## src/rtl/sub_pkg.sv

```systemverilog
// Shared parameters and stage record for the byte-sliced pipelined subtractor.
package sub_pkg;
    localparam int WIDTH  = 32;
    localparam int SLICE  = 8;
    localparam int STAGES = WIDTH / SLICE;

    typedef logic [SLICE-1:0] slice_t;

    // Resolved bytes accumulate in d; operand bytes not yet consumed ride in a/b.
    typedef struct packed {
        logic                valid;
        logic                borrow;
        slice_t [STAGES-1:0] a;
        slice_t [STAGES-1:0] b;
        slice_t [STAGES-1:0] d;
    } stage_t;
endpackage

```

## src/rtl/sub_slice.sv

```systemverilog
// Combinational SLICE-bit ripple-borrow subtractor: {bout,d} = a - b - bin.
module sub_slice
    import sub_pkg::*;
(
    input  slice_t a,
    input  slice_t b,
    input  logic   bin,
    output slice_t d,
    output logic   bout
);
    logic [SLICE:0] bw;

    always_comb begin
        bw    = '0;
        d     = '0;
        bw[0] = bin;
        for (int i = 0; i < SLICE; i++) begin
            d[i]    = a[i] ^ b[i] ^ bw[i];
            bw[i+1] = (~a[i] & b[i]) | (~(a[i] ^ b[i]) & bw[i]);
        end
    end

    assign bout = bw[SLICE];
endmodule

```

## src/rtl/pipelined_subtractor_32bit.sv

```systemverilog
// 32-bit subtractor, one byte resolved per stage, valid/ready with a global stall.
// Define SUB_SIGNED_FLAGS_EN to add registered two's-complement ovf/neg outputs.
module pipelined_subtractor_32bit
    import sub_pkg::*;
(
    input  logic             clk,
    input  logic             reset,
    input  logic             in_valid,
    output logic             in_ready,
    input  logic [WIDTH-1:0] num_a,
    input  logic [WIDTH-1:0] num_b,
    input  logic             Bin,
    output logic             out_valid,
    input  logic             out_ready,
    output logic [WIDTH-1:0] diff,
    output logic             Bout,
    output logic             zero
`ifdef SUB_SIGNED_FLAGS_EN
    ,
    output logic             ovf,
    output logic             neg
`endif
);
    stage_t            src   [STAGES];
    stage_t            stg_d [STAGES-1];
    stage_t            stg_q [STAGES-1];
    slice_t            sd    [STAGES];
    logic [STAGES-1:0] sbo;
    logic              adv;
    logic              vld_q;
    logic [WIDTH-1:0]  diff_d;
    logic [WIDTH-1:0]  diff_q;
    logic              bout_q;
    logic              zero_d;
    logic              zero_q;
    logic              unused_bits;

    assign adv      = !vld_q || out_ready;
    assign in_ready = adv;

    always_comb begin
        src[0]        = '0;
        src[0].valid  = in_valid;
        src[0].borrow = Bin;
        src[0].a      = num_a;
        src[0].b      = num_b;
        for (int k = 1; k < STAGES; k++) begin
            src[k] = stg_q[k-1];
        end
    end

    for (genvar g = 0; g < STAGES; g++) begin : g_slice
        sub_slice u_slice (
            .a    (src[g].a[g]),
            .b    (src[g].b[g]),
            .bin  (src[g].borrow),
            .d    (sd[g]),
            .bout (sbo[g])
        );
    end

    always_comb begin
        for (int k = 0; k < STAGES-1; k++) begin
            stg_d[k]        = src[k];
            stg_d[k].d[k]   = sd[k];
            stg_d[k].borrow = sbo[k];
        end
    end

    // Stages 0..STAGES-2: bubbles only clear the valid bit so data never picks up X.
    always_ff @(posedge clk or negedge reset) begin
        if (!reset) begin
            for (int k = 0; k < STAGES-1; k++) begin
                stg_q[k] <= '0;
            end
        end else if (adv) begin
            for (int k = 0; k < STAGES-1; k++) begin
                if (src[k].valid) begin
                    stg_q[k] <= stg_d[k];
                end else begin
                    stg_q[k].valid <= 1'b0;
                end
            end
        end
    end

    always_comb begin
        diff_d                   = stg_q[STAGES-2].d;
        diff_d[WIDTH-1 -: SLICE] = sd[STAGES-1];
        zero_d                   = (diff_d == '0);
    end

`ifdef SUB_SIGNED_FLAGS_EN
    logic ovf_d;
    logic ovf_q;
    logic neg_q;

    // Operand sign bits are still in the skew chain at the last stage.
    assign ovf_d = (src[STAGES-1].a[STAGES-1][SLICE-1] != src[STAGES-1].b[STAGES-1][SLICE-1])
                && (diff_d[WIDTH-1] != src[STAGES-1].a[STAGES-1][SLICE-1]);
`endif

    // Output stage
    always_ff @(posedge clk or negedge reset) begin
        if (!reset) begin
            vld_q  <= 1'b0;
            diff_q <= '0;
            bout_q <= 1'b0;
            zero_q <= 1'b0;
`ifdef SUB_SIGNED_FLAGS_EN
            ovf_q  <= 1'b0;
            neg_q  <= 1'b0;
`endif
        end else if (adv) begin
            vld_q <= src[STAGES-1].valid;
            if (src[STAGES-1].valid) begin
                diff_q <= diff_d;
                bout_q <= sbo[STAGES-1];
                zero_q <= zero_d;
`ifdef SUB_SIGNED_FLAGS_EN
                ovf_q  <= ovf_d;
                neg_q  <= diff_d[WIDTH-1];
`endif
            end
        end
    end

    assign out_valid = vld_q;
    assign diff      = diff_q;
    assign Bout      = bout_q;
    assign zero      = zero_q;
`ifdef SUB_SIGNED_FLAGS_EN
    assign ovf       = ovf_q;
    assign neg       = neg_q;
`endif

    // Already-consumed operand bytes and the not-yet-resolved top byte of the last register.
    assign unused_bits = ^{stg_q[STAGES-2].a[STAGES-2:0], stg_q[STAGES-2].b[STAGES-2:0],
                           stg_q[STAGES-2].d[STAGES-1]};
endmodule

```

## config.mk

```make
export PLATFORM = sky130hd
export DESIGN_NAME = pipelined_subtractor_32bit
export DESIGN_NICKNAME = d
export VERILOG_FILES = /design/src/rtl/sub_pkg.sv /design/src/rtl/sub_slice.sv /design/src/rtl/pipelined_subtractor_32bit.sv
export SDC_FILE = /design/constraint.sdc
export NUM_CORES = 1
export LEC_CHECK = 0
export ABC_AREA = 1
export CELL_PAD_IN_SITES_DETAIL_PLACEMENT = 0
export CELL_PAD_IN_SITES_GLOBAL_PLACEMENT = 1
export CORE_MARGIN = 2
export CORE_UTILIZATION = 47
export CTS_CLUSTER_SIZE = 25
export DETAILED_ROUTE_END_ITERATION = 8
export GPL_ROUTABILITY_DRIVEN = 0
export GPL_TIMING_DRIVEN = 0
export PLACE_DENSITY = 0.92
export SLEW_MARGIN = 20
export SYNTH_ARGS = -nofsm -noshare
export SYNTH_HDL_FRONTEND = slang
export SYNTH_SLANG_ARGS = --single-unit
```

## constraint.sdc

```tcl
create_clock -name clk -period 8.9 [get_ports clk]
set_input_delay 1.78 -clock clk [delete_from_list [all_inputs] [get_ports clk]]
set_output_delay 1.78 -clock clk [all_outputs]
set_load 0.05 [all_outputs]
```

Word-level counts from Yosys, hierarchy flattened
Index checks and enable logic that the tools add are counted.

Input port bits: 69. Memories kept: 0. ROM bits: 0. Latch bits: 0. Bits in registers: 185. Memory bits (writable): 0.

Bitwise logic cells: 224. Multiply operators: 0. $lt $le $gt $ge: 0. Multiplexer cells: 3. Shift operators: 0. Div/mod/pow operators: 0. Equality and inequality tests: 0. Add/sub/neg operators: 0. Reduce and logical (&&, ||, !) cells: 7.

Operator list (number): AND 1 bit (64); NOT 1 bit (64); bitwise XOR 1 bit (64); zero test 32 bit (1); OR 1 bit (32); AND reduction 2 bit (4); two-way mux 1 bit (3); zero test 1 bit (1); logical OR 1 bit (1).

Depth between registers and ports, before layout
Gate-level depths: netlist of the first run.

Depth after elaboration: 18. Gate-level depth with buffers: 16.

By module
Synthesis of the first run repeated with hierarchy kept, for this count alone.

Cells, all modules: 769. Area, all modules: 7891.3 um^2.

By module, submodules not included: pipelined_subtractor_32bit (area each 6980.4 um^2, instances 1, sequential area each 4629.4 um^2, cells an instance 665); sub_slice (area each 227.7 um^2, instances 4, sequential area each 0.0 um^2, cells an instance 26).

Least setup slack after synthesis of the first run
OpenSTA, ideal clock, no wires.

Kind: input to register. From: input port num_b[0]. To: register stg_q (netlist bit src[203]). Library setup time: 0.124 ns. Setup slack: 3.904 ns. Arrival time: 4.873 ns. Stages on the path: 13. Path through: inv_1 fa_1 inv_1 fa_1 fa_1 fa_1 fa_1 fa_1 fa_1 inv_1 fa_1 nor2_1 a21oi_1.

Cells in the longest elaborated chain, start to end: 17. Elaborated cells between the ends (all ways): 18.

Ends and longest elaborated chain: start, declared (line pipelined_subtractor_32bit.sv:11) `input logic [WIDTH-1:0] num_b,`; bitwise XOR 1 bit (line sub_slice.sv:19) `bw[i+1] = (~a[i] & b[i]) | (~(a[i] ^ b[i]) & bw[i]);`; NOT 1 bit (line sub_slice.sv:19); AND 1 bit (line sub_slice.sv:19); OR 1 bit * (line sub_slice.sv:19); AND 1 bit * (line sub_slice.sv:19); OR 1 bit * (line sub_slice.sv:19); AND 1 bit * (line sub_slice.sv:19); OR 1 bit * (line sub_slice.sv:19); [... 2 more ...]; AND 1 bit * (line sub_slice.sv:19); OR 1 bit * (line sub_slice.sv:19); AND 1 bit * (line sub_slice.sv:19); OR 1 bit * (line sub_slice.sv:19); AND 1 bit * (line sub_slice.sv:19); OR 1 bit * (line sub_slice.sv:19); bitwise XOR 1 bit * (line sub_slice.sv:18) `d[i] = a[i] ^ b[i] ^ bw[i];`; named net g_slice[0].u_slice.d[7] (line sub_slice.sv:8) `output slice_t d,`; end signal, assigned by index (line pipelined_subtractor_32bit.sv:79) `stg_q[k] <= stg_d[k];`; end, declared (line pipelined_subtractor_32bit.sv:26) `stage_t stg_q [STAGES-1];`.

Mark *: on every way through the listed nets, which the timed path passes. The rest lies on a longest branch. A chain may end at the register's enable or synchronous reset.

Worst setup path after layout of the first run
From: input port out_ready. To: output port in_ready.

Cells in the longest elaborated chain, start to end: 1.

Ends and longest elaborated chain: start, declared (line pipelined_subtractor_32bit.sv:14) `input logic out_ready,`; logical OR 1 bit (line pipelined_subtractor_32bit.sv:38) `assign adv = !vld_q || out_ready;`; end, declared (line pipelined_subtractor_32bit.sv:9) `output logic in_ready,`.

No other way between the ends.

==> qor.yml, run 1 <==
outcome: "completed"
fin_worst_skew_ns: 0.005742
cp.required_ns: 7.12
rsz0062_at_grt: "no"
start_kind: "input pin"
crit_path_cell_trace: "clkdlybuf4s50_1, inv_1, nand2_4, clkdlybuf4s50_1"
rr_worst_depth: 16
synth_top_cells_by_area: "dfrtp_1, fa_1, mux2_4"
fmax_mhz: 190.7
hold_start: "diff[3]$_DFFE_PN0P_"
worstSetupEndpointType: "output pin"
tightest_slew_ns: 0.6022
place_hpwl_um: 11460
grt_pass1_vias: 5189
yosysMostFrequentCell: "dfrtp_1"
row_count: 47
setup_violations: 0
ctsHoldBuffers: 0
grt_overflow_total: 0
min_period_ns: 5.243
die_x_um: 133.2
final_cell_count_no_fill: 1062
synth_edf_count: 0
cts-htree-levels: 4
path_clk_slew_ns: 0.06
wl_per_cell_um: 14.73
multi_input_area_um2: 2659
grt_antenna_before_repair: 0
yosysWarnings: 0
dp_cells: 1032
synth.largest_area_cell: "dfrtp_1"
cts_sinks: 185
ir_worst_vdd_v: 0.0002113
synthArstFlopShare: 1.000
max_slew_margin: 0.5973
fillCellCount: 1352
cts_root_buf: "clkbuf_16"
cts_resized: 0
ys_seq_elements: 185
first_pass_iters: 4
hp-class: "flop to flop"
antenna_cells: 0
crit_arrival_ns: 3.46
p_leak_uw: 0.004721
num_vias: 5009
synth_top_cell_area_share: 0.5904
die_h_um: 133.2
drc: 0
grt_pass1_wl_um: 26700
start_util: 0.4762
synth_common_cells: "dfrtp_1, nand2_1, inv_1, o21ai_0, nor2_1"
nets: 932
fin_crit_sh: 0.5891
drive_above_1_share: 0.1247
wirelength_um: 15650
synth_fp_nets: 807
ys.flop_type: "dfrtp_1"
syn_area_um2: 7841
cts_tree: "built"
crit_top_cell: "clkdlybuf4s50_1"
hold_violations: 0
power.density_nw_per_um2: 376.3
syn-instance-count: 706
yosysUniqueCellTypes: 20
area_delta_synth_final_pct: 24.72
core_area_um2: 16470
critPathSlowestCell: "clkdlybuf4s50_1"
drv_slew: 0
holdPathEnd: "diff[3]$_DFFE_PN0P_"
vias_per_cell: 4.717
max_stage_delay_ns: 0.90
tns_ns: 0
track_usage: 0.1930
regArea_um2: 4629
portBuffers: 104
critPathKind: "input pin to output pin"
reg2reg_from: "src[96]$_DFFE_PN0P_"
ios: 105
die_area_um2: 17730
cts_max_path_buffers: 2
reg2reg_to: "zero$_DFFE_PN0P_"
grt_max_degree: 103
rrSetupSlack_ns: 4.38
numCtsBuffers: 17
cts_setup_buffers: 0
drv_cap: 0
hold_depth: 2
ant_nets: 0
avgSynthCellArea_um2: 11.11
cp_max_fo: 7
synth-seq-area-share: 0.5904
insertion_delay_ns: 0.43
first_iter_violations: 310
worst max path at each step:
stage                         start              endpoint  slack, ns  cells after the start
after floorplan            num_b[0]  src[203]$_DFFE_PN0P_       3.90                     13
after global placement        reset   diff[2]$_DFFE_PN0P_      -1.39                      1
after detailed placement   num_a[0]  src[203]$_DFFE_PN0P_       3.27                     13
after CTS                 out_ready              in_ready       3.67                      4
after global routing       num_a[0]  src[203]$_DFFE_PN0P_       3.59                     13
final                     out_ready              in_ready       3.66                      4
report_power, final:
part	internal (uW)	switching (uW)	leakage [uW]
Clock	424	303	0.000268
Combinational	609	928	0.00227
Sequential	1210	207	0.00218
cells by family after synthesis:
family / Yosys count / share of synthesized area
buffers and inverters: 125 / 0.07053
DFF: 185 / 0.5904
AOI/OAI and AO/OA: 124 / 0.07946
adders and majority gates: 32 / 0.08170
muxes: 46 / 0.08042
and+or+nand+nor: 194 / 0.09749
per-stage QoR:
step	cell area [um2]	worst slack, ns	power [uW]	util	hold slack [ns]
final	9779	3.657	3680	0.5939	0.4779
after global routing	9779	3.587	3955	0.5939	0.4977
after CTS	9779	3.673	3710	0.5939	0.4823
after detailed placement	9218	3.266	2968	0.5598	0.4649
after global placement	9158	-1.386	2918	0.5562	0.4670
after floorplan	7841	3.904	2427	-	0.4492
sequential cells by signal (all words and copies together) (netlist names):
signal,count
zero,1
diff,32
src,126
diff_d,24
Bout,1
out_valid,1
layout by cell type, fill, tap and decap left out, drive strengths merged:
cell,instances
dfrtp,185
buf,30
clkinv,3
mux2,46
fa,32
clkinvlp,3
clkdlybuf4s50,103
clkbuf,27
inv,93
o21ai,71
nand3,7
nand2,119
bufinv,2
a21oi,52
nor2,68
o21bai,1
layer usage:
layer | vias up | track usage | wire [um]
met3 | 25 | 0.03691 | 565
li1 | 2459 | - | -
met4 | 0 | 0.07506 | 421
met1 | 2420 | 0.2726 | 7246
met2 | 105 | 0.3002 | 7412
met5 | - | 0 | 0
critical path: cells and delay by family:
kind          cells  cell delay [ns]
buf+inv           3             1.53
simple gates      1             0.15
cell type report:
cell class | count | share of cell area
Sequential cell | 185 | 0.4734
Multi-Input combinational cell | 396 | 0.2719
Timing Repair Buffer | 106 | 0.1126
Clock buffer | 22 | 0.04747
Inverter | 93 | 0.03570
Tap cell | 220 | 0.02815
Buffer | 32 | 0.02085
Clock inverter | 8 | 0.009980
No activity file was read; power rests on OpenSTA's default activity.
==> inputs of run 2 (changes only) <==
CORE_UTILIZATION = 44   (was 47)
PLACE_DENSITY = 0.87   (was 0.92)
clock period = 5.3 ns   (was 8.9 ns; I/O delays follow)
==> run 2 against run 1 <==
Net effect: first-iteration DRC count down 9.7%; global-route usage down 0.96 points; routed wire length up 0.84%; non-clock buffer count unchanged; critical path type is now flop to flop; critical endpoint is now zero$_DFFE_PN0P_; largest cell class unchanged; highest routed layer unchanged.
==> qor.yml, run 2 (synthesis gave the netlist of run 1 again) <==
grt_antenna_before_repair: 0  # unchanged
outcome: "completed"
area_delta_synth_final_pct: 24.86
tns_ns: 0  # unchanged
hold_violations: 0  # unchanged
setup_violations: 0  # unchanged
use_met2: 0.2850  # -0.01527
ctsHoldBuffers: 0  # unchanged
wirelength_um: 15780  # +0.84%
crit_arrival_ns: 4.83  # +1.37 ns
grt_pass1_wl_um: 26240  # -1.7%
seq_power_share: 0.386  # about the same
hp-class: "flop to flop"
p_sw_frac: 0.3925  # +0.001792
cts_sinks: 185  # unchanged
ir_worst_vdd_v: 0.0003750  # +78%
max_stage_delay_ns: 0.46  # -0.44 ns
finalPower_uw: 6170  # +68%
cts_max_path_buffers: 2  # unchanged
cts_resized: 0  # unchanged
die_area_um2: 18900  # +6.6%
grt_overflow_total: 0  # unchanged
die_x_um: 137.5  # +3.3%
cp_max_fo: 2  # -5
crit_top_cell: "fa_1"
fin_crit_sh: 0.8436
path_clk_slew_ns: 0.07  # about the same
rsz0062_at_grt: "no"
p_switching_uw: 2422  # +68%
drive_above_1_share: 0.1281  # +0.003411
post-route-util: 0.5641  # -0.02984
cp.required_ns: 5.65  # -1.47 ns
portBuffers: 104  # unchanged
largest_register_ff_count: 126  # unchanged
place_hpwl_um: 11610  # +1.4%
first_pass_iters: 4  # unchanged
ant_nets: 0  # unchanged
row_count: 48  # +2.1%
cp_num_cells: 16  # +12
cts_root_buf: "clkbuf_16"
p_int_uw: 3748  # +67%
worstSetupEndpointType: "flop"
core_area_um2: 17360  # +5.4%
max_slew_margin: 0.6215  # +0.02425
cts-htree-levels: 4  # unchanged
track_usage: 0.1834  # -0.009594
critPathKind: "flop to flop"
numCtsBuffers: 17  # unchanged
num_vias: 5062  # +1.1%
start_util: 0.4518  # -0.02444
grt_util_met3: 0.03790  # +0.0009853
critPathSlowestCell: "fa_1"
grt_max_degree: 73  # -29%
first_iter_violations: 280  # -9.7%
crit_path_cell_trace: "inv_1, fa_1, inv_1, fa_1, fa_1, fa_1, fa_1, fa_1, fa_1, inv_1, fa_1, inv_1, nand3_1, nor2_1, nand2_1, o21bai_1"
top_usage_layer: "met2"
use_met1: 0.2544  # -0.01824
vias_per_cell: 4.740  # +0.49%
ios: 105  # unchanged
final_cell_mix: "dfrtp_1, nand2_1, clkdlybuf4s50_1"
insertion_delay_ns: 0.43  # about the same
min_period_ns: 4.471
wl_per_cell_um: 14.77  # +0.27%
power_frac_clock: 0.199  # about the same
tightest_slew_ns: 0.5660  # -0.03626 ns
rr_worst_depth: 16  # unchanged
die_h_um: 137.5  # +3.3%
fin_worst_skew_ns: 0.01150  # +0.005757 ns
pwr-share-comb: 0.415  # -0.003
crit_buf_inv: 4  # +1
cts_tree: "built"
start_kind: "flop"
p_leak_uw: 0.004736  # +0.32%
nets: 932  # unchanged
pre_cts_slack_ns: 0.3970  # -2.869 ns
final_cell_count_no_fill: 1068  # +0.56%
drv_slew: 0  # unchanged
fmax_mhz: 223.7
power.density_nw_per_um2: 630.2  # +67%
setup_slack_ns: 0.8288  # -2.828 ns
path_delay_family: "adder cells"
hold_depth: 2  # unchanged
layout_commonest_cell: "dfrtp_1"
grt_pass1_vias: 5223  # +0.66%
antenna_cells: 0  # unchanged
drc: 0  # unchanged
drv_cap: 0  # unchanged
dp_cells: 1037  # +0.48%
cts_setup_buffers: 0  # unchanged
## run 2: cell types whose count changed in the layout (fill, tap and decap cells not counted)
cell,previous run,this run
clkinv_2,3,6
inv_6,0,2
clkbuf_8,2,1
clkinv_4,0,1
clkbuf_1,6,4
clkinvlp_4,3,1
## run 2: area by class of cell
class	instances	area, um2
fillers	1464	7566
flip-flops and latches	185	4629
multi-input cells	396	2659
repair buffers	106	1101
clock buffers	19	442.9
inverters	93	349.1
well taps	225	281.5
plain buffers	32	203.9
clock inverters	12	123.9
## run 2: per-layer routing
| layer | wire length, um | share of wire | vias up |
|---|---|---|---|
| met4 | 329 | 0.021 | 0 |
| met3 | 613 | 0.039 | 23 |
| met1 | 7357 | 0.47 | 2478 |
| li1 | - | - | 2460 |
| met5 | 0 | 0 | - |
| met2 | 7476 | 0.47 | 101 |
## run 2: metrics by stage
step / cell area [um2] / hold slack (ns)
2_1_floorplan: 7841 / 0.4492
3_3_place_gp: 9164 / 0.4665
3_5_place_dp: 9224 / 0.4661
5_1_grt: 9791 / 0.4930
4_1_cts: 9791 / 0.4842
6_report: 9791 / 0.4771
## run 2: worst min-delay path, cell delays in order, from the launching register on
cell     delay (ns)
dfrtp_1        0.34
nand2_1        0.05
nand2_1        0.05
## run 2: power groups by stage
| stage | clock network (uW) | registers (uW) | logic [uW] |
|---|---|---|---|
| floorplan | 0 | 2720 | 1350 |
| global placement | 0 | 2390 | 2520 |
| detailed placement | 0 | 2400 | 2580 |
| CTS | 1250 | 2380 | 2600 |
| global route | 1320 | 2450 | 2880 |
| finish | 1230 | 2380 | 2560 |
## run 2: final timing paths
kind / startpoint / end / slack, ns
max reg2reg: src[96]$_DFFE_PN0P_ / zero$_DFFE_PN0P_ / 0.83
max in group asynchronous: reset / src[202]$_DFFE_PN0P_ / 4.08
min in group asynchronous: reset / src[258]$_DFFE_PN0P_ / 0.55
min reg2reg: diff[7]$_DFFE_PN0P_ / diff[7]$_DFFE_PN0P_ / 0.48
min: diff[7]$_DFFE_PN0P_ / diff[7]$_DFFE_PN0P_ / 0.48
max: src[96]$_DFFE_PN0P_ / zero$_DFFE_PN0P_ / 0.83
